==> src/rtl/sushi_vga_pkg.sv <==
// Shared constants, types and helpers for the sushi sprite pixel stage.
// Screen and sprite geometry, the palette, the sprite shape and the bounce step.
package sushi_vga_pkg;

  localparam int unsigned H_DISPLAY = 640;
  localparam int unsigned V_DISPLAY = 480;
  localparam int unsigned SPRITE_W  = 32;
  localparam int unsigned SPRITE_H  = 32;
  localparam int unsigned SPR_XW    = $clog2(SPRITE_W);
  localparam int unsigned SPR_YW    = $clog2(SPRITE_H);
  localparam int unsigned ROM_AW    = 1 + SPR_YW + SPR_XW;

  typedef logic [11:0] rgb444_t;

  typedef struct packed {
    logic hit;
    logic de;
    logic hs;
    logic vs;
  } pix_ctrl_t;

  // Entry 0 is never displayed: index 0 marks a transparent sprite pixel.
  localparam rgb444_t PALETTE [8] = '{
    12'h000, 12'hFFE, 12'h132, 12'hF74, 12'hFA8, 12'h6B3, 12'hE22, 12'hFD0
  };

  // Sushi shape: salmon topping (colour alternates per animation frame),
  // rice body with a nori band, transparent margins.
  function automatic logic [2:0] sprite_pixel(input logic anim, input logic [4:0] y,
                                              input logic [4:0] x);
    logic [2:0] idx;
    idx = 3'd0;
    if (y < 5'd8) begin
      if (x >= 5'd4 && x < 5'd28) idx = anim ? 3'd4 : 3'd3;
    end else if (y < 5'd28) begin
      if (x >= 5'd2 && x < 5'd30) idx = (x >= 5'd14 && x < 5'd18) ? 3'd2 : 3'd1;
    end
    return idx;
  endfunction

  // One bounce step on an axis; returns {new_negative_dir, new_pos}.
  function automatic logic [10:0] axis_step(input logic [9:0] pos, input logic neg,
                                            input logic [9:0] lim, input logic [9:0] speed);
    logic [10:0] sum;
    logic [9:0]  npos;
    logic        nneg;
    sum  = {1'b0, pos} + {1'b0, speed};
    npos = pos;
    nneg = neg;
    if (!neg) begin
      if (sum >= {1'b0, lim}) begin
        npos = lim;
        nneg = 1'b1;
      end else begin
        npos = sum[9:0];
      end
    end else if (pos < speed) begin
      npos = '0;
      nneg = 1'b0;
    end else begin
      npos = pos - speed;
    end
    return {nneg, npos};
  endfunction

endpackage

==> src/rtl/sushi_sprite_rom.sv <==
// Sprite colour-index ROM, 2 frames x 32x32 x 3 bits, synchronous read.
// Contents are produced by the shape function in the package.
module sushi_sprite_rom
  import sushi_vga_pkg::*;
(
  input  logic              clk_i,
  input  logic [ROM_AW-1:0] addr_i,
  output logic [2:0]        data_o
);

  logic [2:0] data_q;
  logic [2:0] data_d;

  always_comb begin
    data_d = sprite_pixel(addr_i[ROM_AW-1], addr_i[SPR_XW+SPR_YW-1:SPR_XW], addr_i[SPR_XW-1:0]);
  end

  always_ff @(posedge clk_i) begin
    data_q <= data_d;
  end

  assign data_o = data_q;

endmodule

==> src/rtl/sprite_renderer.sv <==
// Pixel stage after the VGA timing generator: draws a bouncing, animated sushi
// sprite over a flat background with a fixed 3-cycle pixel/sync latency.
module sprite_renderer
  import sushi_vga_pkg::*;
#(
  parameter int unsigned INIT_X    = 100,
  parameter int unsigned INIT_Y    = 80,
  parameter int unsigned SPEED     = 2,
  parameter int unsigned ANIM_DIV  = 15,
  parameter rgb444_t     BG_COLOR  = 12'h235,
  parameter bit          INIT_LEFT = 1'b0,
  parameter bit          INIT_UP   = 1'b0
) (
  input  logic        clk,
  input  logic        rst,
  input  logic [9:0]  h_pos,
  input  logic [9:0]  v_pos,
  input  logic        display_on,
  input  logic        h_sync,
  input  logic        v_sync,
  input  logic        pause,
  output logic [11:0] rgb,
  output logic        hsync_out,
  output logic        vsync_out,
  output logic        de_out
);

  localparam int unsigned CNT_W   = $clog2(ANIM_DIV + 1);
  localparam logic [9:0]  X_MAX   = 10'(H_DISPLAY - SPRITE_W);
  localparam logic [9:0]  Y_MAX   = 10'(V_DISPLAY - SPRITE_H);
  localparam logic [9:0]  SPEED_V = 10'(SPEED);

  logic [9:0]       sprite_x_q, sprite_x_d, sprite_y_q, sprite_y_d;
  logic             dir_x_q, dir_x_d, dir_y_q, dir_y_d;  // 1 = left / up
  logic             anim_q, anim_d;
  logic [CNT_W-1:0] frame_cnt_q, frame_cnt_d;

  pix_ctrl_t         s1_q, s1_d, s2_q, s2_d;
  logic [ROM_AW-1:0] rom_addr_q, rom_addr_d;
  rgb444_t           rgb_q, rgb_d;
  logic              hsync_q, hsync_d, vsync_q, vsync_d, de_q, de_d;

  logic       frame_tick;
  logic [9:0] dx, dy;
  logic [2:0] rom_idx;

  assign frame_tick = (h_pos == 10'd0) && (v_pos == 10'(V_DISPLAY));

  // Wrap-around makes pixels left of / above the sprite huge, failing the hit test.
  always_comb begin
    dx         = h_pos - sprite_x_q;
    dy         = v_pos - sprite_y_q;
    s1_d.hit   = (dx < 10'(SPRITE_W)) && (dy < 10'(SPRITE_H));
    s1_d.de    = display_on;
    s1_d.hs    = h_sync;
    s1_d.vs    = v_sync;
    rom_addr_d = {anim_q, dy[SPR_YW-1:0], dx[SPR_XW-1:0]};
    s2_d       = s1_q;
  end

  always_comb begin
    if (!s2_q.de) begin
      rgb_d = '0;
    end else if (s2_q.hit && rom_idx != 3'd0) begin
      rgb_d = PALETTE[rom_idx];
    end else begin
      rgb_d = BG_COLOR;
    end
    hsync_d = s2_q.hs;
    vsync_d = s2_q.vs;
    de_d    = s2_q.de;
  end

  // Sprite state moves only on the first blanking line, so a frame never tears.
  always_comb begin
    sprite_x_d  = sprite_x_q;
    sprite_y_d  = sprite_y_q;
    dir_x_d     = dir_x_q;
    dir_y_d     = dir_y_q;
    anim_d      = anim_q;
    frame_cnt_d = frame_cnt_q;
    if (frame_tick && !pause) begin
      {dir_x_d, sprite_x_d} = axis_step(sprite_x_q, dir_x_q, X_MAX, SPEED_V);
      {dir_y_d, sprite_y_d} = axis_step(sprite_y_q, dir_y_q, Y_MAX, SPEED_V);
      if (frame_cnt_q == CNT_W'(ANIM_DIV - 1)) begin
        frame_cnt_d = '0;
        anim_d      = ~anim_q;
      end else begin
        frame_cnt_d = frame_cnt_q + 1'b1;
      end
    end
  end

  always_ff @(posedge clk) begin
    if (rst) begin
      sprite_x_q  <= 10'(INIT_X);
      sprite_y_q  <= 10'(INIT_Y);
      dir_x_q     <= INIT_LEFT;
      dir_y_q     <= INIT_UP;
      anim_q      <= 1'b0;
      frame_cnt_q <= '0;
      s1_q        <= '0;
      s2_q        <= '0;
      rom_addr_q  <= '0;
      rgb_q       <= '0;
      hsync_q     <= 1'b0;
      vsync_q     <= 1'b0;
      de_q        <= 1'b0;
    end else begin
      sprite_x_q  <= sprite_x_d;
      sprite_y_q  <= sprite_y_d;
      dir_x_q     <= dir_x_d;
      dir_y_q     <= dir_y_d;
      anim_q      <= anim_d;
      frame_cnt_q <= frame_cnt_d;
      s1_q        <= s1_d;
      s2_q        <= s2_d;
      rom_addr_q  <= rom_addr_d;
      rgb_q       <= rgb_d;
      hsync_q     <= hsync_d;
      vsync_q     <= vsync_d;
      de_q        <= de_d;
    end
  end

  sushi_sprite_rom u_rom (
    .clk_i  (clk),
    .addr_i (rom_addr_q),
    .data_o (rom_idx)
  );

  assign rgb       = rgb_q;
  assign hsync_out = hsync_q;
  assign vsync_out = vsync_q;
  assign de_out    = de_q;

endmodule

==> config.mk <==
export PLATFORM = sky130hd
export DESIGN_NAME = sprite_renderer
export DESIGN_NICKNAME = d
export VERILOG_FILES = /design/src/rtl/sushi_vga_pkg.sv /design/src/rtl/sushi_sprite_rom.sv /design/src/rtl/sprite_renderer.sv
export SDC_FILE = /design/constraint.sdc
export NUM_CORES = 1
export LEC_CHECK = 0
export CORE_MARGIN = 3
export CORE_UTILIZATION = 38
export CTS_CLUSTER_DIAMETER = 150
export CTS_CLUSTER_SIZE = 14
export DETAILED_ROUTE_END_ITERATION = 10
export SYNTH_ARGS = -nofsm -noshare
export SYNTH_HDL_FRONTEND = slang
export SYNTH_SLANG_ARGS = --single-unit
==> constraint.sdc <==
create_clock -name clk -period 6.7 [get_ports clk]
set_clock_uncertainty 0.2 [all_clocks]
set_input_delay 0.67 -clock clk [delete_from_list [all_inputs] [get_ports clk]]
set_output_delay 0.67 -clock clk [all_outputs]
set_load 0.01 [all_outputs]
* Yosys cells after proc, flatten, opt, wreduce, memory -nomap -nowiden
Memories as Yosys holds them, arrays and structs flattened. Index checks and enable logic that the tools add are counted.
Cells by class: $add $sub $neg 7, multiply operators 0, div/mod/pow operators 0, $lt $le $gt $ge 15, eq/ne operators 2, shift-type cells 0, multiplexer cells 22, bitwise operators 4, reduce and logical (&&, ||, !) cells 13
Operator list (number):
- 10-bit two-way mux | 7
- 12-bit two-way mux | 2
- 10-bit by 2-bit adder with 11-bit output, second input constant | 2
- 10-bit by 2-bit < comparator with 1-bit output, second input constant | 2
- 10-bit by 6-bit < comparator with 1-bit output, second input constant | 2
- 5-bit < comparator, second input constant | 4
- 10-bit subtractor | 2
- 10-bit by 2-bit subtractor with 10-bit output, second input constant | 2
- 3-bit two-way mux | 5
- 11-bit by 10-bit greater-or-equal comparator with 1-bit output, second input constant | 1
- 11-bit by 9-bit greater-or-equal comparator with 1-bit output, second input constant | 1
- 10-bit by 9-bit == test with 1-bit output, second input constant | 1
- 10-bit logical NOT | 1
- 1-bit logical AND | 7
- 1-bit two-way mux | 6
- 5-bit by 2-bit greater-or-equal comparator with 1-bit output, second input constant | 1
- 5-bit by 3-bit greater-or-equal comparator with 1-bit output, second input constant | 1
- 5-bit by 4-bit greater-or-equal comparator with 1-bit output, second input constant | 1
- 5-bit by 4-bit < comparator with 1-bit output, second input constant | 1
- 4-bit by 1-bit adder with 4-bit output, second input constant | 1
- 4-bit == test, second input constant | 1
- 4-bit greater-or-equal comparator, second input constant | 1
- 4-bit two-way mux | 1
- 3-bit inverter with 4-bit output | 1
- 7 further kinds | 9
Word-level totals: register bits after elaboration 64, bits in latches 0, RAM bits 0, ROM bits 96, input port bits 26, output and inout bits 15, word-level logic and storage cells 85, memories kept 1
Memories:
- (name not given) | words 8, width 12, rd ports 1, clocked after Yosys merged registers in 0, wr ports 0, RTL line sprite_renderer.sv:65 | rgb_d = PALETTE[rom_idx];

* Longest topological paths before layout
depth after elaboration 6, depth in mapped cells 10

* Hierarchy
A second synthesis with hierarchy kept.
Second synthesis, totals: cells, all modules 480, area, all modules 3935.0 µm²
By module, submodules not included:
- sprite_renderer | instances 1, cells each 463, area an instance 3786.1 µm², seq. area each 1181.1 µm²
- sushi_sprite_rom | instances 1, cells each 17, area an instance 148.9 µm², seq. area each 60.1 µm²

* Worst setup path after synthesis
Ideal clock, no wire load.
kind in2reg, start in h_pos[1], end reg s1_q[3] in the netlist's numbering, arrival 2288 ps, path slack 4125 ps, stages 9, cell sequence inv_1 -> fa_1 -> nand2b_1 -> a21oi_1 -> nor3_1 -> o311ai_0 -> nand2_1 -> nor4_1 -> nor4b_2
On the way: longest elaborated chain between the ends 3
RTL lines:
- start: declaration | RTL line sprite_renderer.sv:16 | input logic [9:0] h_pos,
- 10-bit subtractor | RTL line sprite_renderer.sv:51 | dx = h_pos - sprite_x_q;
- 10-bit by 6-bit < comparator with 1-bit output | RTL line sprite_renderer.sv:53 | s1_d.hit = (dx < 10'(SPRITE_W)) && (dy < 10'(SPRITE_H));
- 1-bit logical AND | RTL line sprite_renderer.sv:53
- end signal: assignment | RTL line sprite_renderer.sv:102 | s1_q <= '0;
- end signal: assignment | RTL line sprite_renderer.sv:116 | s1_q <= s1_d;
- end: declaration | RTL line sprite_renderer.sv:38 | pix_ctrl_t s1_q, s1_d, s2_q, s2_d;
Every way passes these cells. A chain may end at the register's enable or synchronous reset.

* Worst setup path in the final report
start in h_pos[4], end reg anim_q
On the way: longest elaborated chain between the ends 4
RTL lines:
- 10-bit logical NOT | RTL line sprite_renderer.sv:47 | assign frame_tick = (h_pos == 10'd0) && (v_pos == 10'(V_DISPLAY));
- 1-bit logical AND | RTL line sprite_renderer.sv:47
- 1-bit logical AND | RTL line sprite_renderer.sv:82 | if (frame_tick && !pause) begin
- 2-bit AND reduction (no line)
- end signal: assignment | RTL line sprite_renderer.sv:114 | anim_q <= anim_d;
- end: declaration | RTL line sprite_renderer.sv:35 | logic anim_q, anim_d;
Every way passes these cells.

==> insert_results.sql <==
INSERT INTO impl_metrics (metric_group, metric, value, unit) VALUES
('sta', 'finalHoldViolations', '0', ''),
('synth', 'synthDominantAreaCellType', 'sky130_fd_sc_hd__dfxtp_1', ''),
('synth', 'synth_flop_cell', 'sky130_fd_sc_hd__dfxtp_1', ''),
('floorplanning', 'dieHeight', '106', 'um'),
('setup_path', 'worstSetupStartpointType', 'input port', ''),
('power_and_ir_drop', 'power_frac_seq', '0.442', ''),
('setup_path', 'beginning_of_the_critical_path', 'h_pos[4]', ''),
('floorplanning', 'ioPinCount', '41', ''),
('hold_path', 'min_delay_path_depth', '2', ''),
('detailed_routing', 'vias', '3547', ''),
('synth', 'netlist_top_cells_count', '59 x sky130_fd_sc_hd__dfxtp_1, 38 x sky130_fd_sc_hd__a21oi_1, 37 x sky130_fd_sc_hd__nor2_1, 36 x sky130_fd_sc_hd__nand2_1, 36 x sky130_fd_sc_hd__o21ai_0', ''),
('run_status', 'run_status', 'complete, no violations', ''),
('power_and_ir_drop', 'ir_worst_vdd', '84.6', 'uV'),
('setup_path', 'crit_arrival', '3.18', 'ns'),
('synth', 'synthArstFlopShare', '0', ''),
('sta', 'max_slew_margin', '0.415', ''),
('place', 'place.port_buffers', '40', ''),
('power_and_ir_drop', 'total_switching_power', '0.214', 'mW'),
('global_routing', 'grt_overflow_total', '0', ''),
('clock_network', 'cts_tree', 'yes', ''),
('synth', 'synth_enable_flop_cells', '0', ''),
('global_routing', 'met3_usage', '0.0472', ''),
('floorplanning', 'floorplan.initialDensity', '0.399', ''),
('power_and_ir_drop', 'switch_share', '0.259', ''),
('setup_path', 'critical_path_required', '6.77', 'ns'),
('global_routing', 'groute.usage.overall', '0.172', ''),
('hold_path', 'worstHoldStart', 'rom_addr_q[10]', ''),
('place', 'dp.final_hpwl', '6880', 'um'),
('power_and_ir_drop', 'power.share.combinational', '0.108', ''),
('sta', 'tightestPinTransition', '0.878', 'ns'),
('sta', 'final_period_utilization', '0.464', ''),
('clock_network', 'post_cts_hold_buffer_count', '0', ''),
('synth', 'area_fraction_of_the_dominant_cell_type_after_synthesis', '0.313', ''),
('global_routing', 'gr-usage-met2', '0.300', ''),
('detailed_routing', 'drt_first_pass_iters', '5', ''),
('power_and_ir_drop', 'totalPowerFinal', '0.828', 'mW'),
('sta', 'max_slew_violation_count', '0', ''),
('power_and_ir_drop', 'intPower', '0.614', 'mW'),
('clock_network', 'cts.repair.resized', '0', ''),
('setup_path', 'end_kind', 'flop', ''),
('synth', 'synth.cell_area', '3770', 'um^2'),
('global_routing', 'busiest_layer', 'met2', ''),
('power_and_ir_drop', 'powerDensity', '185', 'nW/um^2'),
('place', 'gp_routability_congestion', '0.847', ''),
('floorplanning', 'core-area', '9460', 'um^2'),
('final_layout', 'area_growth_syn_to_layout', '18.5', '%'),
('sta', 'fin_worst_hold_slack', '0.232', 'ns'),
('clock_network', 'tritoncts.num_buffers', '9', ''),
('global_routing', 'grt_pass1_vias', '3309', ''),
('place', 'dpl_worst_slack', '3.15', 'ns'),
('final_layout', 'layout-drive-gt1-share', '0.0799', ''),
('setup_path', 'critical_path_class', 'in2reg', ''),
('flow_run', 'maxCapViolations', '0', ''),
('clock_network', 'insertion_delay', '0.35', 'ns'),
('synth', 'synth_area_leaders', 'sky130_fd_sc_hd__dfxtp_1 31%, sky130_fd_sc_hd__ha_1 9.0%, sky130_fd_sc_hd__a21oi_1 5.0%', ''),
('synth', 'most_common_cell_in_the_synthesized_netlist', 'sky130_fd_sc_hd__dfxtp_1', ''),
('clock_network', 'clk_path_buf_depth', '2', ''),
('synth', 'synth_warn', '0', ''),
('global_routing', 'global_route.usage.met1', '0.207', ''),
('clock_network', 'cts_post_setup_buffers_inserted', '0', ''),
('clock_network', 'tritoncts_num_sinks', '59', ''),
('synth', 'synth-seq-area-share', '0.313', ''),
('floorplanning', 'die_w', '106', 'um'),
('setup_path', 'critical_r2r_launch', 'sprite_x_q[3]', ''),
('detailed_routing', 'detail_route.wl_per_cell', '14.4', 'um'),
('sta', 'fmax', '322', 'MHz'),
('synth', 'postSynthNetCount', '530', ''),
('synth', 'syn_avg_cell_area', '7.93', 'um^2'),
('power_and_ir_drop', 'clock_power_share', '0.450', ''),
('synth', 'synth_cells', '476', ''),
('global_routing', 'grt_start_max_net_pins', '48', '');
## path summary, 6_finish.rpt
check	slack, ns	end
setup / recovery	3.59	anim_q
hold / removal	0.23	u_rom.data_o[2]
setup reg to reg	3.73	s1_q[3]
hold reg to reg	0.23	u_rom.data_o[2]
## sequential cells by signal, summed over array words and instances, names as in the netlist, 3 cells and up
name / cells
rom_addr_q: 8
frame_cnt_q: 4
rgb: 12
sprite_y_q: 9
sprite_x_q: 9
u_rom.data_o: 3
s1_q: 4
## final cells by class
type,instances,area [um^2]
tap,129,161
clock inverter,7,100
inverter,26,100
clock buffer,9,124
multi-input combinational,370,2390
timing repair buffer,42,415
fill,956,4990
sequential,59,1180
## logic make-up (layout without fill, tap and decap cells)
group	after synthesis	after routing	share of synthesized area
DFF	59	59	0.313
and+or+nand+nor	191	191	0.276
other	1	1	0.000994
xor gates and xnor gates	11	11	0.0255
AOI/OAI and AO/OA	134	134	0.222
buffers and inverters	47	84	0.0547
adders and majority gates	28	28	0.0948
muxes	5	5	0.0133
## metal layers
metal,share of wire,up-vias
met5,0,-
met4,0.021,0
li1,-,1801
met3,0.049,15
met1,0.44,1630
met2,0.49,101
## worst max-delay path: stages
cell and delay [ns]:
sky130_fd_sc_hd__clkdlybuf4s50_1 0.44, sky130_fd_sc_hd__nor4_1 0.53, sky130_fd_sc_hd__nand2_1 0.15, sky130_fd_sc_hd__or3_1 0.74, sky130_fd_sc_hd__or3_1 0.49, sky130_fd_sc_hd__a21oi_1 0.14
## power by group through the flow
stage | logic (mW) | registers [mW] | clock network (mW)
6_report | 0.0895 | 0.366 | 0.372
3_3_place_gp | 0.0882 | 0.374 | 0
4_1_cts | 0.0898 | 0.366 | 0.383
5_1_grt | 0.101 | 0.368 | 0.403
3_5_place_dp | 0.0890 | 0.374 | 0
2_1_floorplan | 0.0550 | 0.373 | 0
## metrics by stage
stage	instance area [um^2]	utilization	cells
final	4470	0.473	642
after global routing	4470	0.473	642
after CTS	4470	0.473	642
after detailed placement	4250	0.449	626
after global placement	4250	0.449	626
after floorplan	3770	-	476
## layout by cell type (no fill, tap or decap), drive strengths merged, types with 8 or more instances in the layout
master and n:
inv 28, nor2b 19, xnor2 8, a21oi 38
ha 27, o21ai 37, a211oi 10, nor4 11
nor2 39, nor3 30, nand2b 9, a31oi 15
clkdlybuf4s50 40, nand2 38, clkbuf 9, nand3 19
dfxtp 59
Note: power is estimated with default switching activity, not from simulation.
